**src/rtl/rot_column_scanner.sv**
```systemverilog
// rot_column_scanner: turns a hall index pulse into angular slots and
// shifts two opposite frame-buffer columns out to the LED blade each slot.
//
// Ports:
//   clk_in, rst_in            clock, synchronous active-high reset
//   index_in                  once-per-rev index (rising edge = theta 0)
//   buffer_busy_in            frame buffer busy; fetch stalls while high
//   theta_read_out            buffer read address
//   columns_in, radii_in      arm 0/1 column data and radius tags
//   led_sclk_out              shift clock
//   led_data_out              serial data, bit0 arm 0, bit1 arm 1
//   led_latch_out             one-cycle latch strobe
//   radii_out                 radii of the latched columns
//   period_out                last revolution period in cycles
//   period_valid_out          period_out usable
//   overrun_out               sticky: slot start before latch done
// Optional macro ROT_SCANNER_PHASE_OFFSET_EN adds phase_offset_in,
// which is sampled at each index edge and added to the slot angle.
module rot_column_scanner #(
  parameter int ROTATIONAL_RES = 1024,
  parameter int DISPLAY_RADIUS = 32,
  parameter int DISPLAY_HEIGHT = 64,
  parameter int DATA_SIZE      = 1,
  parameter int READ_LATENCY   = 2,
  parameter int PERIOD_WIDTH   = 32,
  parameter int SCLK_DIV       = 2
) (
  input  logic clk_in,
  input  logic rst_in,
  input  logic index_in,
  input  logic buffer_busy_in,
`ifdef ROT_SCANNER_PHASE_OFFSET_EN
  input  logic [$clog2(ROTATIONAL_RES)-1:0] phase_offset_in,
`endif
  output logic [$clog2(ROTATIONAL_RES)-1:0] theta_read_out,
  input  logic [1:0][DISPLAY_HEIGHT*DATA_SIZE-1:0] columns_in,
  input  logic [1:0][$clog2(DISPLAY_RADIUS)-1:0] radii_in,
  output logic led_sclk_out,
  output logic [1:0] led_data_out,
  output logic led_latch_out,
  output logic [1:0][$clog2(DISPLAY_RADIUS)-1:0] radii_out,
  output logic [PERIOD_WIDTH-1:0] period_out,
  output logic period_valid_out,
  output logic overrun_out
);

  localparam int TW  = $clog2(ROTATIONAL_RES);
  localparam int RW  = $clog2(DISPLAY_RADIUS);
  localparam int CW  = DISPLAY_HEIGHT * DATA_SIZE;
  localparam int PW  = PERIOD_WIDTH;
  localparam int WCW = $clog2(READ_LATENCY + 2);
  localparam int DW  = $clog2(SCLK_DIV + 1);
  localparam int BW  = $clog2(CW + 1);

  localparam logic [PW-1:0]  CNT_MAX  = '1;
  localparam logic [WCW-1:0] WAIT_LD  = WCW'(READ_LATENCY);
  localparam logic [WCW-1:0] WAIT_ONE = WCW'(1);
  localparam logic [DW-1:0]  DIV_LAST = DW'(SCLK_DIV - 1);
  localparam logic [BW-1:0]  BIT_LAST = BW'(CW - 1);

  typedef enum logic [2:0] {
    IDLE,
    FETCH,
    WAIT_DATA,
    SHIFT,
    LATCH,
    HOLD
  } state_t;

  logic          index_q;
  logic          index_rise;
  logic [PW-1:0] counter;
  logic          seen_one;
  logic          sat;

  logic [PW-1:0] slot_len;
  logic [PW-1:0] slot_cnt;
  logic [TW-1:0] slot_theta;
  logic          wrap;
  logic          slot_start;

  state_t                  state;
  logic [WCW-1:0]          wait_cnt;
  logic [DW-1:0]           div_cnt;
  logic [BW-1:0]           bit_cnt;
  logic [CW-1:0]           sr0;
  logic [CW-1:0]           sr1;
  logic [CW-1:0]           nxt0;
  logic [CW-1:0]           nxt1;
  logic [1:0][RW-1:0]      rsr;
  logic                    pending;
  logic                    busy_state;

  assign index_rise = index_in & ~index_q;
  assign sat = (counter == CNT_MAX) && !index_rise;

  always_ff @(posedge clk_in) begin
    if (rst_in) begin
      index_q          <= 1'b0;
      counter          <= '0;
      period_out       <= '0;
      seen_one         <= 1'b0;
      period_valid_out <= 1'b0;
    end else begin
      index_q <= index_in;
      if (index_rise) begin
        period_out <= counter + 1'b1;
        counter    <= '0;
        seen_one   <= 1'b1;
        if (seen_one)
          period_valid_out <= 1'b1;
      end else if (counter == CNT_MAX) begin
        // stalled rotor: need two fresh edges
        period_valid_out <= 1'b0;
        seen_one         <= 1'b0;
      end else begin
        counter <= counter + 1'b1;
      end
    end
  end

  always_comb begin
    slot_len = period_out >> TW;
    if (slot_len == '0)
      slot_len = PW'(1);
  end

  assign wrap = period_valid_out &&
                (slot_cnt >= slot_len - 1'b1);
  assign slot_start = index_rise | wrap;

`ifdef ROT_SCANNER_PHASE_OFFSET_EN
  logic [TW-1:0] phase_q;
`endif

  always_ff @(posedge clk_in) begin
    if (rst_in) begin
      slot_cnt   <= '0;
      slot_theta <= '0;
`ifdef ROT_SCANNER_PHASE_OFFSET_EN
      phase_q    <= '0;
`endif
    end else if (index_rise) begin
      slot_cnt   <= '0;
      slot_theta <= '0;
`ifdef ROT_SCANNER_PHASE_OFFSET_EN
      phase_q    <= phase_offset_in;
`endif
    end else if (!period_valid_out) begin
      slot_cnt   <= '0;
      slot_theta <= '0;
    end else if (wrap) begin
      slot_cnt   <= '0;
      slot_theta <= slot_theta + 1'b1;
    end else begin
      slot_cnt <= slot_cnt + 1'b1;
    end
  end

`ifdef ROT_SCANNER_PHASE_OFFSET_EN
  assign theta_read_out = slot_theta + phase_q;
`else
  assign theta_read_out = slot_theta;
`endif

  assign nxt0 = sr0 << 1;
  assign nxt1 = sr1 << 1;
  assign busy_state = (state == FETCH) ||
                      (state == WAIT_DATA) ||
                      (state == SHIFT) ||
                      (state == LATCH);

  always_ff @(posedge clk_in) begin
    if (rst_in) begin
      state         <= IDLE;
      wait_cnt      <= '0;
      div_cnt       <= '0;
      bit_cnt       <= '0;
      sr0           <= '0;
      sr1           <= '0;
      rsr           <= '0;
      pending       <= 1'b0;
      led_sclk_out  <= 1'b0;
      led_data_out  <= '0;
      led_latch_out <= 1'b0;
      radii_out     <= '0;
      overrun_out   <= 1'b0;
    end else if (!period_valid_out || sat) begin
      state         <= IDLE;
      pending       <= 1'b0;
      led_sclk_out  <= 1'b0;
      led_data_out  <= '0;
      led_latch_out <= 1'b0;
    end else begin
      // a missed slot is flagged and folded into one refetch
      if (slot_start && busy_state) begin
        overrun_out <= 1'b1;
        pending     <= 1'b1;
      end
      unique case (state)
        IDLE: begin
          if (slot_start)
            state <= FETCH;
        end
        FETCH: begin
          if (!buffer_busy_in) begin
            state    <= WAIT_DATA;
            wait_cnt <= WAIT_LD;
          end
        end
        WAIT_DATA: begin
          if (wait_cnt <= WAIT_ONE) begin
            sr0          <= columns_in[0];
            sr1          <= columns_in[1];
            rsr          <= radii_in;
            led_data_out <= {columns_in[1][CW-1],
                             columns_in[0][CW-1]};
            led_sclk_out <= 1'b0;
            div_cnt      <= '0;
            bit_cnt      <= '0;
            state        <= SHIFT;
          end else begin
            wait_cnt <= wait_cnt - 1'b1;
          end
        end
        SHIFT: begin
          if (div_cnt == DIV_LAST) begin
            div_cnt <= '0;
            if (!led_sclk_out) begin
              led_sclk_out <= 1'b1;
            end else begin
              led_sclk_out <= 1'b0;
              if (bit_cnt == BIT_LAST) begin
                state         <= LATCH;
                led_latch_out <= 1'b1;
                led_data_out  <= '0;
                radii_out     <= rsr;
              end else begin
                bit_cnt      <= bit_cnt + 1'b1;
                sr0          <= nxt0;
                sr1          <= nxt1;
                led_data_out <= {nxt1[CW-1], nxt0[CW-1]};
              end
            end
          end else begin
            div_cnt <= div_cnt + 1'b1;
          end
        end
        LATCH: begin
          led_latch_out <= 1'b0;
          pending       <= 1'b0;
          if (pending || slot_start)
            state <= FETCH;
          else
            state <= HOLD;
        end
        HOLD: begin
          if (slot_start)
            state <= FETCH;
        end
        default: state <= IDLE;
      endcase
    end
  end

endmodule

```
**config.mk**
```make
export PLATFORM = sky130hd
export DESIGN_NAME = rot_column_scanner
export DESIGN_NICKNAME = d
export VERILOG_FILES = /design/src/rtl/rot_column_scanner.sv
export SDC_FILE = /design/constraint.sdc
export NUM_CORES = 1
export LEC_CHECK = 0
export CAP_MARGIN = 20
export CORE_MARGIN = 2
export CORE_UTILIZATION = 50
export CTS_BUF_LIST = sky130_fd_sc_hd__clkbuf_8 sky130_fd_sc_hd__clkbuf_16
export CTS_CLUSTER_DIAMETER = 50
export CTS_CLUSTER_SIZE = 8
export DETAILED_ROUTE_END_ITERATION = 6
export HOLD_SLACK_MARGIN = 0.08
export PLACE_DENSITY = 0.76
export SYNTH_ARGS = -nofsm -noshare
export SYNTH_HDL_FRONTEND = slang
export SYNTH_SLANG_ARGS = --single-unit
```
**constraint.sdc**
```tcl
create_clock -name clk_in -period 12.16 [get_ports clk_in]
set_input_delay 2.432 -clock clk_in [delete_from_list [all_inputs] [get_ports clk_in]]
set_output_delay 2.432 -clock clk_in [all_outputs]
set_load 0.05 [all_outputs]
```
### Word level (Yosys, flattened, before mapping)

Index checks and enable logic that the tools add are counted.

| word-level totals | value |
|---|---|
| bits in registers | 275 |
| input port bits | 142 |
| word-level logic and storage cells | 133 |

| operators by class | value |
|---|---|
| add/sub/neg operators | 7 |
| $lt $le $gt $ge | 2 |
| equal/unequal tests | 17 |
| mux-type cells | 47 |
| bitwise gates (word level) | 5 |
| reductions and logical operators | 33 |

Operator list:

| operator | count |
|---|---|
| $mux 63 | 8 |
| $pmux 63 s2 | 2 |
| $add 32x1->32 const B | 2 |
| $eq 32x32->1 const B | 1 |
| $ge 32x32->1 | 1 |
| $logic_not 32->1 | 1 |
| $sub 32x1->32 const B | 1 |
| $mux 7 | 4 |
| $mux 22 | 1 |
| $mux 3 | 7 |
| $mux 2 | 8 |
| $pmux 3 s5 | 1 |
| $pmux 7 s2 | 1 |
| $pmux 2 s2 | 3 |
| $reduce_and 4->1 | 3 |
| $reduce_and 6->1 | 2 |
| $add 10x1->10 const B | 1 |
| $mux 1 | 10 |
| $ne 2x1->1 const B | 5 |
| $reduce_and 3->1 | 3 |
| $ne 2x2->1 const B | 4 |
| $reduce_bool 2->1 | 4 |
| $add 7x1->7 const B | 1 |
| $eq 7x6->1 const B | 1 |
| other kinds (20) | 36 |

### Depth between registers and ports, before layout

Gate-level depths: netlist of the first run.

| depth | value |
|---|---|
| word-level depth | 9 |
| mapped depth | 21 |
| gate-level depth less buffers | 19 |

### Least setup slack after synthesis of the first run

OpenSTA, ideal clock, no wires.

| timing | value |
|---|---|
| path type | flip-flop to flip-flop |
| start point | register period_out[26] |
| end point | register slot_theta[7] (netlist: theta_read_out[7]) |
| library setup time | 0.072 ns |
| data arrival time | 4.932 ns |
| slack | 7.156 ns |
| cell stages (with the launch flop) | 19 |
| path buffers | 0 |
| cell sequence | dfxtp_1 -> or4_1 -> or3_1 -> nor3_1 -> a21oi_1 -> ha_1 -> nand2b_1 -> nor2_1 -> nand2_1 -> nor4_1 -> xnor2_1 -> ha_1 -> nand4_1 -> or4_1 -> o32a_2 -> a21oi_4 -> o2111ai_4 -> or4_1 -> a21oi_1 |

| on the way | value |
|---|---|
| longest elaborated chain between the ends | 5 |

RTL lines:

| element | line | RTL |
|---|---|---|
| from (decl) | 42 | `output logic [PERIOD_WIDTH-1:0] period_out,` |
| from (signal assigned) | 107 | `period_out <= counter + 1'b1;` |
| $logic_not 32->1 | 124 | `if (slot_len == '0)` |
| $mux 22 * | 124 |  |
| $sub 32x1->32 * | 129 | `(slot_cnt >= slot_len - 1'b1);` |
| $ge 32x32->1 * | 129 |  |
| $logic_and 1x1->1 * | 128 | `assign wrap = period_valid_out &&` |
| to (signal assigned) | 154 | `slot_theta <= slot_theta + 1'b1;` |
| to (decl) | 78 | `logic [TW-1:0] slot_theta;` |

Mark *: on every way between the ends. The rest lies on a longest branch, timed or not.
A chain may end at the register's enable or synchronous reset.

### Worst setup path in the final report of the first run

| timing | value |
|---|---|
| start point | input index_in |
| end point | register sr0[51] |

| on the way | value |
|---|---|
| longest elaborated chain between the ends | 6 |

RTL lines:

| element | line | RTL |
|---|---|---|
| from (decl) | 30 | `input logic index_in,` |
| $and 1x1->1 | 94 | `assign index_rise = index_in & ~index_q;` |
| $logic_not 1->1 | 95 | `assign sat = (counter == CNT_MAX) && !index_rise;` |
| $logic_and 1x1->1 | 95 |  |
| $logic_or 1x1->1 | 188 | `end else if (!period_valid_out \|\| sat) begin` |
| $not 1->1 (no source line) | n/a |  |
| $reduce_and 6->1 (no source line) | n/a |  |
| to (signal assigned) | 213 | `sr0 <= columns_in[0];` |
| to (signal assigned) | 240 | `sr0 <= nxt0;` |
| to (decl) | 86 | `logic [CW-1:0] sr0;` |

Every way passes these cells.

==> summary.txt, run 1 <==
Status
  – Run status: finished, final reports clean

Detailed routing
  – Initial DRC count: between 800 and 900
  – Drt pass-1 iters: 7
  – Vias: about 11,000
  – DRC viols: 0
  – WL final: around 30,000 um
  – ANT nets after route: 0
  – Routed vias/inst: 5.48
  – Wire per inst: ~15 um

Power
  – Switching Share: approximately a fifth
  – Leak: between 5 and 6 nW
  – P per Cell Area: 129 nW/um^2
  – Register share of total power: 44.5%
  – Clock share of power: 51.2%
  – Comb power frac: about 4.3%
  – P_int: between 0.0015 and 0.002 W
  – Total power: roughly 0.002 W
  – Switching power of the nets: about 0.00043 W
  – Max VDD drop: ~110 uV

GRT
  – Largest net degree at the start of global routing: about 110
  – Antenna violations before repair: 0
  – Congestion Overflow GR: 0
  – Gr usage total: between 20% and 30%
  – Vias in the first global route: ~11,000
  – First-pass GRT wire length: between 40,000 and 50,000 um

Flow run
  – Max-cap violations: 0

Setup path
  – Startpoint Class: input port
  – R2r endpoint: theta_read_out[8]
  – Worst Path Arrival: between 6000 and 7000 ps
  – CP Capture Type: register
  – CP Class: input port to register
  – CP Max Fanout: 106
  – R2R cell count: 18
  – Flop-to-flop setup slack: approximately 6700 ps
  – Reg2reg start: period_out[26]
  – Data required time of the worst path: between 10,000 and 15,000 ps

CTS
  – Setup bufs post-CTS: 0
  – Reg clk slew, reported paths: about 50 ps
  – Sink Count: ~280
  – H-tree depth: 2
  – Clock latency on the worst-skew pair: about 520 ps
  – Num CTS Buffers: between 40 and 50
  – CTS resizes: 0
  – Post-CTS Hold Buffers: 0
  – CTS tree: built
  – CTS root buf: clkbuf_16
  – Clock Path Buffers: 3

Placed design
  – Dpl ws: 6090 ps
  – Number of port buffers: around 200
  – Post-detail-place hpwl: around 20,000 um
  – Gp weighted congestion: 0.827

Synth
  – Post-synthesis cell area: roughly 13,000 um^2
  – Sequential fraction of the synthesis area: roughly 44%
  – Top cells by area, synth: dfxtp_1 44%, nand2_1 11%, a311oi_1 8.9%
  – EDFF count, synth: 0
  – Yosys top cell by area: dfxtp_1
  – Synth top area share: 43.8%
  – Seq cells post-synth: ~280
  – Synth warnings: 0
  – Async set-reset flop share out of synthesis: 0%
  – Ys flop type: dfxtp_1
  – Syn_area_per_cell: between 8 and 9 um^2
  – Distinct cells, synth: 54
  – Cells after synthesis: 1,558

Finish
  – Synthesis-to-finish area growth: 26.0%
  – Layout net count: about 1,900
  – Layout cells sized above 1: approximately 4.4%

Die
  – Core Area: 25,000 um^2
  – Die Wd: ~160 um
  – Total die area: between 20,000 and 30,000 um^2
  – IO Pins: 200
  – Core Rows: 58
  – Die height: between 150 and 200 um
  – Initial Utilization: roughly 50%

STA
  – Period utilization: 46.7%
  – Max Clk Rate: 176 MHz
  – Clock Skew: 16.2 ps
  – Hold Fails Final Rpt: 0
  – # setup viols final: 0
  – Slew @ Worst Pin: 1090 ps
  – Slew Viols, Final: 0
  – Slew headroom: 27.1%
  – Final worst path period need: between 5000 and 6000 ps
  – RSZ-0062 raised after global routing: false
  – Final TNS setup: 0 ps
  – Min Hold Slack: 454 ps
  – Final WS setup: around 6500 ps

Hold path
  – Hold_sp: rsr[5]
  – Hold depth: 2
  – Class of the worst hold path: register to register
  – Hold EP: rsr[5]
per-layer routing:
layer	up-vias	wire length [um]	global-route usage [%]
li1	5717	-	-
met1	5173	13700	29.1
met2	281	13900	37.4
met3	53	1710	5.07
met4	0	580	6.23
met5	-	0	0
synthesized netlist by cell type, types with 4 or more instances:
master,n
o21ai_0,49
nor2b_1,4
or4_1,5
nor2_1,227
a311oi_1,127
nand3b_1,4
buf_2,22
and4_1,7
clkbuf_1,80
and3_1,15
nand2b_1,17
or3b_2,4
ha_1,38
a21oi_1,65
nand3_1,33
mux2i_1,14
nor3_1,17
inv_1,13
xnor2_1,43
and2_1,6
nand4_1,23
nor4_1,10
dfxtp_1,275
or3_1,9
xor2_1,44
nand2_1,362
area by class of cell:
class                   count  area, um^2
repair buffers            208        2060
well taps                 330         413
clock buffers              43        1060
clock inverters             7         110
inverters                  13        48.8
diodes                      1        2.50
multi-input cells        1172        6630
fillers                  2167        9120
flip-flops and latches    275        5510
flip-flops by register name, summed over array words and instances (netlist names), 2 cells and up:
name	flops
theta_read_out	10
wait_cnt	2
led_data_out	2
state	3
div_cnt	2
sr1	63
sr0	63
counter	32
period_out	32
bit_cnt	7
rsr	10
slot_cnt	32
radii_out	10
critical path, stage by stage:
cell	delay [ps]
clkdlybuf4s50_1	490
nor2b_1	320
o211a_4	710
buf_4	730
buf_4	870
nor2_1	110
a311oi_1	330
per-stage QoR:
step | cell area [um^2] | std cells | utilization (%)
floorplan | 12600 | 1562 | -
global placement | 14600 | 1997 | 58.7
detailed placement | 14700 | 1998 | 58.7
CTS | 15800 | 2048 | 63.4
global route | 15800 | 2048 | 63.4
finish | 15800 | 2049 | 63.5
cell usage in the layout, fill, tap and decap left out, types with 3 or more instances in the layout:
cell,instances
nor4_1,10
mux2i_1,14
ha_1,38
and2_1,6
nand2_1,362
o41ai_1,3
clkbuf_16,42
a211oi_1,3
xnor2_1,43
a311oi_1,127
or3_1,9
o31ai_1,3
nor3_1,17
dfxtp_1,275
nor2b_1,4
nand3b_1,4
nand3_1,33
or3b_2,4
conb_1,5
and3_1,15
and4_1,7
nand4_1,23
nand2b_1,17
clkdlybuf4s50_1,198
buf_4,9
nor3b_1,3
nor2_1,226
o21ai_0,49
a21oi_1,65
xor2_1,44
or4_1,5
inv_1,13
power by group through the flow:
stage / sequential, W / clock [W] / combinational [W]
after CTS: 0.000908 / 0.00107 / 0.0000887
after global placement: 0.000925 / 0 / 0.0000877
after global routing: 0.000907 / 0.00111 / 0.0000956
after floorplan: 0.000926 / 0 / 0.0000298
after detailed placement: 0.000926 / 0 / 0.0000879
final: 0.000908 / 0.00104 / 0.0000882
how the worst max path moves through the flow:
stage	start	endpoint	slack, ps	depth (start not counted)
after floorplan	period_out[26]	theta_read_out[7]	7160	18
after global placement	index_in	sr0[28]	6180	7
after detailed placement	index_in	sr0[33]	6090	7
after CTS	index_in	sr0[51]	6520	7
after global routing	index_in	sr0[35]	6120	7
final	index_in	sr0[51]	6490	7
cells by family after synthesis:
logic type                 count (synthesis)  synth area share, %
other                                      1               0.0298
AOI/OAI and AO/OA                        272                 15.6
xor gates and xnor gates                  87                 6.06
DFF                                      275                 43.8
muxes                                     15                 1.20
adders and majority gates                 38                 3.78
buffers and inverters                    115                 3.65
and+or+nand+nor                          755                 25.8
Note: power is estimated with default switching activity, not from simulation.
==> inputs of run 2 (changes only) <==
- clock period: 12.16 -> 5.44 ns (I/O delays scaled with it)
==> run 2 against run 1 <==
Via count is essentially flat. Core utilization is essentially flat. Sequential cell count is the same. Wire length grew 0.67%. Critical path depth grew 11. Clock-buffer cell count shrank 1. Sequential share of layout area is essentially flat. Combinational power grew 120%. Highest routed layer unchanged.
==> summary.txt, run 2 (same netlist as run 1, synthesis figures left out) <==
STA
  – Final worst path period need: slightly above 5000 ps
  – Hold Fails Final Rpt: 0
  – Max Clk Rate: slightly below 200 MHz
  – Slew Viols, Final: 0
  – Slew @ Worst Pin: 1020 ps
  – # setup viols final: 0
  – Slew headroom: 31.9%
  – Period utilization: between 90% and 100%
  – Clock Skew: roughly 26 ps

Detailed routing
  – DRC viols: 0
  – ANT nets after route: 0
  – Routed vias/inst: about 5.5
  – Initial DRC count: about 860
  – Vias: 11,217
  – Drt pass-1 iters: 5
  – Wire per inst: approximately 15 um
  – WL final: 30,100 um

CTS
  – CTS tree: built
  – H-tree depth: 2
  – CTS root buf: clkbuf_16
  – Num CTS Buffers: 41
  – Sink Count: approximately 280
  – Clock latency on the worst-skew pair: 520 ps
  – Reg clk slew, reported paths: 50 ps
  – Post-CTS Hold Buffers: 0
  – Clock Path Buffers: 3

Finish
  – Synthesis-to-finish area growth: 26.1%
  – Commonest non-fill, non-tap cells in the layout: 361 x nand2_1, 275 x dfxtp_1, 226 x nor2_1
  – Top Registers: sr0 (63), sr1 (63)
  – FILL cells: about 2,200
  – Layout cells sized above 1: between 4 and 5%
  – Layout net count: approximately 1,900
  – Cell Count, Final, Fillers Out: 2,051
  – Commonest non-fill, non-tap cell in the layout: nand2_1

Power
  – P per Cell Area: roughly 280 nW/um^2
  – Total power: approximately 0.0045 W
  – Max VDD drop: between 200 and 300 uV
  – Leak: about 5.6 nW

GRT
  – Antenna violations before repair: 2
  – Vias in the first global route: 10,684
  – First-pass GRT wire length: approximately 50,000 um
  – Gr usage total: 22.6%
  – Congestion Overflow GR: 0
  – Largest net degree at the start of global routing: ~170

Flow run
  – Max-cap violations: 0

Placed design
  – Gp weighted congestion: just over 0.8
  – Post-detail-place hpwl: 20,100 um
  – Number of port buffers: 199
  – DP Cell Count: around 2,000

Die
  – Die height: ~160 um
  – Core Area: 25,000 um^2
  – Die Wd: 163 um
  – Total die area: around 26,000 um^2
  – Core Rows: 58
  – Initial Utilization: roughly half
  – IO Pins: 200

Setup path
  – Startpoint Class: register
  – Worst Path Arrival: 5600 ps
  – Data required time of the worst path: 5860 ps
  – CP Max Fanout: 10
  – CP Capture Type: register
  – CP Class: register to register

Hold path
  – Class of the worst hold path: register to register

Status
  – Run status: finished, final reports clean
-- run 2: power breakdown --
| group | leakage (nW) | switching (W) | internal [W] | total [W] |
|---|---|---|---|---|
| clock network | 0.554 | 0.000864 | 0.00139 | 0.00226 |
| logic | 2.81 | 0.0000852 | 0.000111 | 0.000197 |
| registers | 2.22 | 0.00000639 | 0.00202 | 0.00203 |
| total | 5.58 | 0.000956 | 0.00353 | 0.00448 |
-- run 2: metal layers --
layer  share of wire [%]  track usage [%]
met5                   0                0
met4                 2.5             7.84
met3                 6.3             5.04
met2                  46             37.4
met1                  45             29.3
-- run 2: layout make-up --
type / instances / area (um^2) / share of cell area, %
Antenna cell: 2 / 5.00 / 0.0316
Clock buffer: 42 / 1040 / 6.56
Clock inverter: 6 / 83.8 / 0.529
Inverter: 13 / 48.8 / 0.308
Multi-Input combinational cell: 1172 / 6640 / 41.9
Sequential cell: 275 / 5510 / 34.7
Tap cell: 330 / 413 / 2.61
Timing Repair Buffer: 211 / 2110 / 13.3
-- run 2: worst paths after layout --
| check | startpoint | endpoint | slack (ps) | cells past startpoint |
|---|---|---|---|---|
| worst max-delay path | period_out[26] | theta_read_out[8] | 250 | 18 |
| worst min register to register | period_out[7] | period_out[7] | 450 | 2 |
| worst min-delay path | period_out[7] | period_out[7] | 450 | 2 |
| worst max register to register | period_out[26] | theta_read_out[8] | 250 | 18 |
-- run 2: per-stage QoR --
step / cell area, um^2 / setup TNS, ps / hold slack, ps / utilization (%) / worst slack (ps)
final: 15800 / 0 / 449 / 63.5 / 252
after global routing: 15800 / -20.6 / 468 / 63.5 / -20.6
after CTS: 15800 / 0 / 453 / 63.3 / 2.65
after detailed placement: 14700 / 0 / 446 / 58.8 / 80.6
after global placement: 14700 / 0 / 442 / 58.8 / 237
after floorplan: 12600 / 0 / 430 / - / 436
-- run 2: timing repair --
action | in CTS | in global routing
buffers inserted | 0 | 1
resized for setup | 0 | 2
hold endpoints to repair | 0 | 0
setup endpoints to repair | 0 | 9
-- run 2: worst max-delay path, cell delays in order (launching register included) --
cell,delay [ps]
dfxtp_1,360
or4_1,570
or3_1,430
nor3_2,250
a21oi_1,140
ha_1,230
nand2b_1,130
nor2_1,100
nand2_2,150
nor4_1,80
xnor2_1,140
ha_1,300
nand4_1,130
or4_1,540
o32a_2,370
a21oi_4,200
o2111ai_4,220
or4_1,560
a21oi_1,180
==> inputs of run 3 (changes only) <==
- TNS_END_PERCENT: not set -> 100
==> results of run 3 <==
No change in the layout: final DEF, timing and power equal those of run 2.
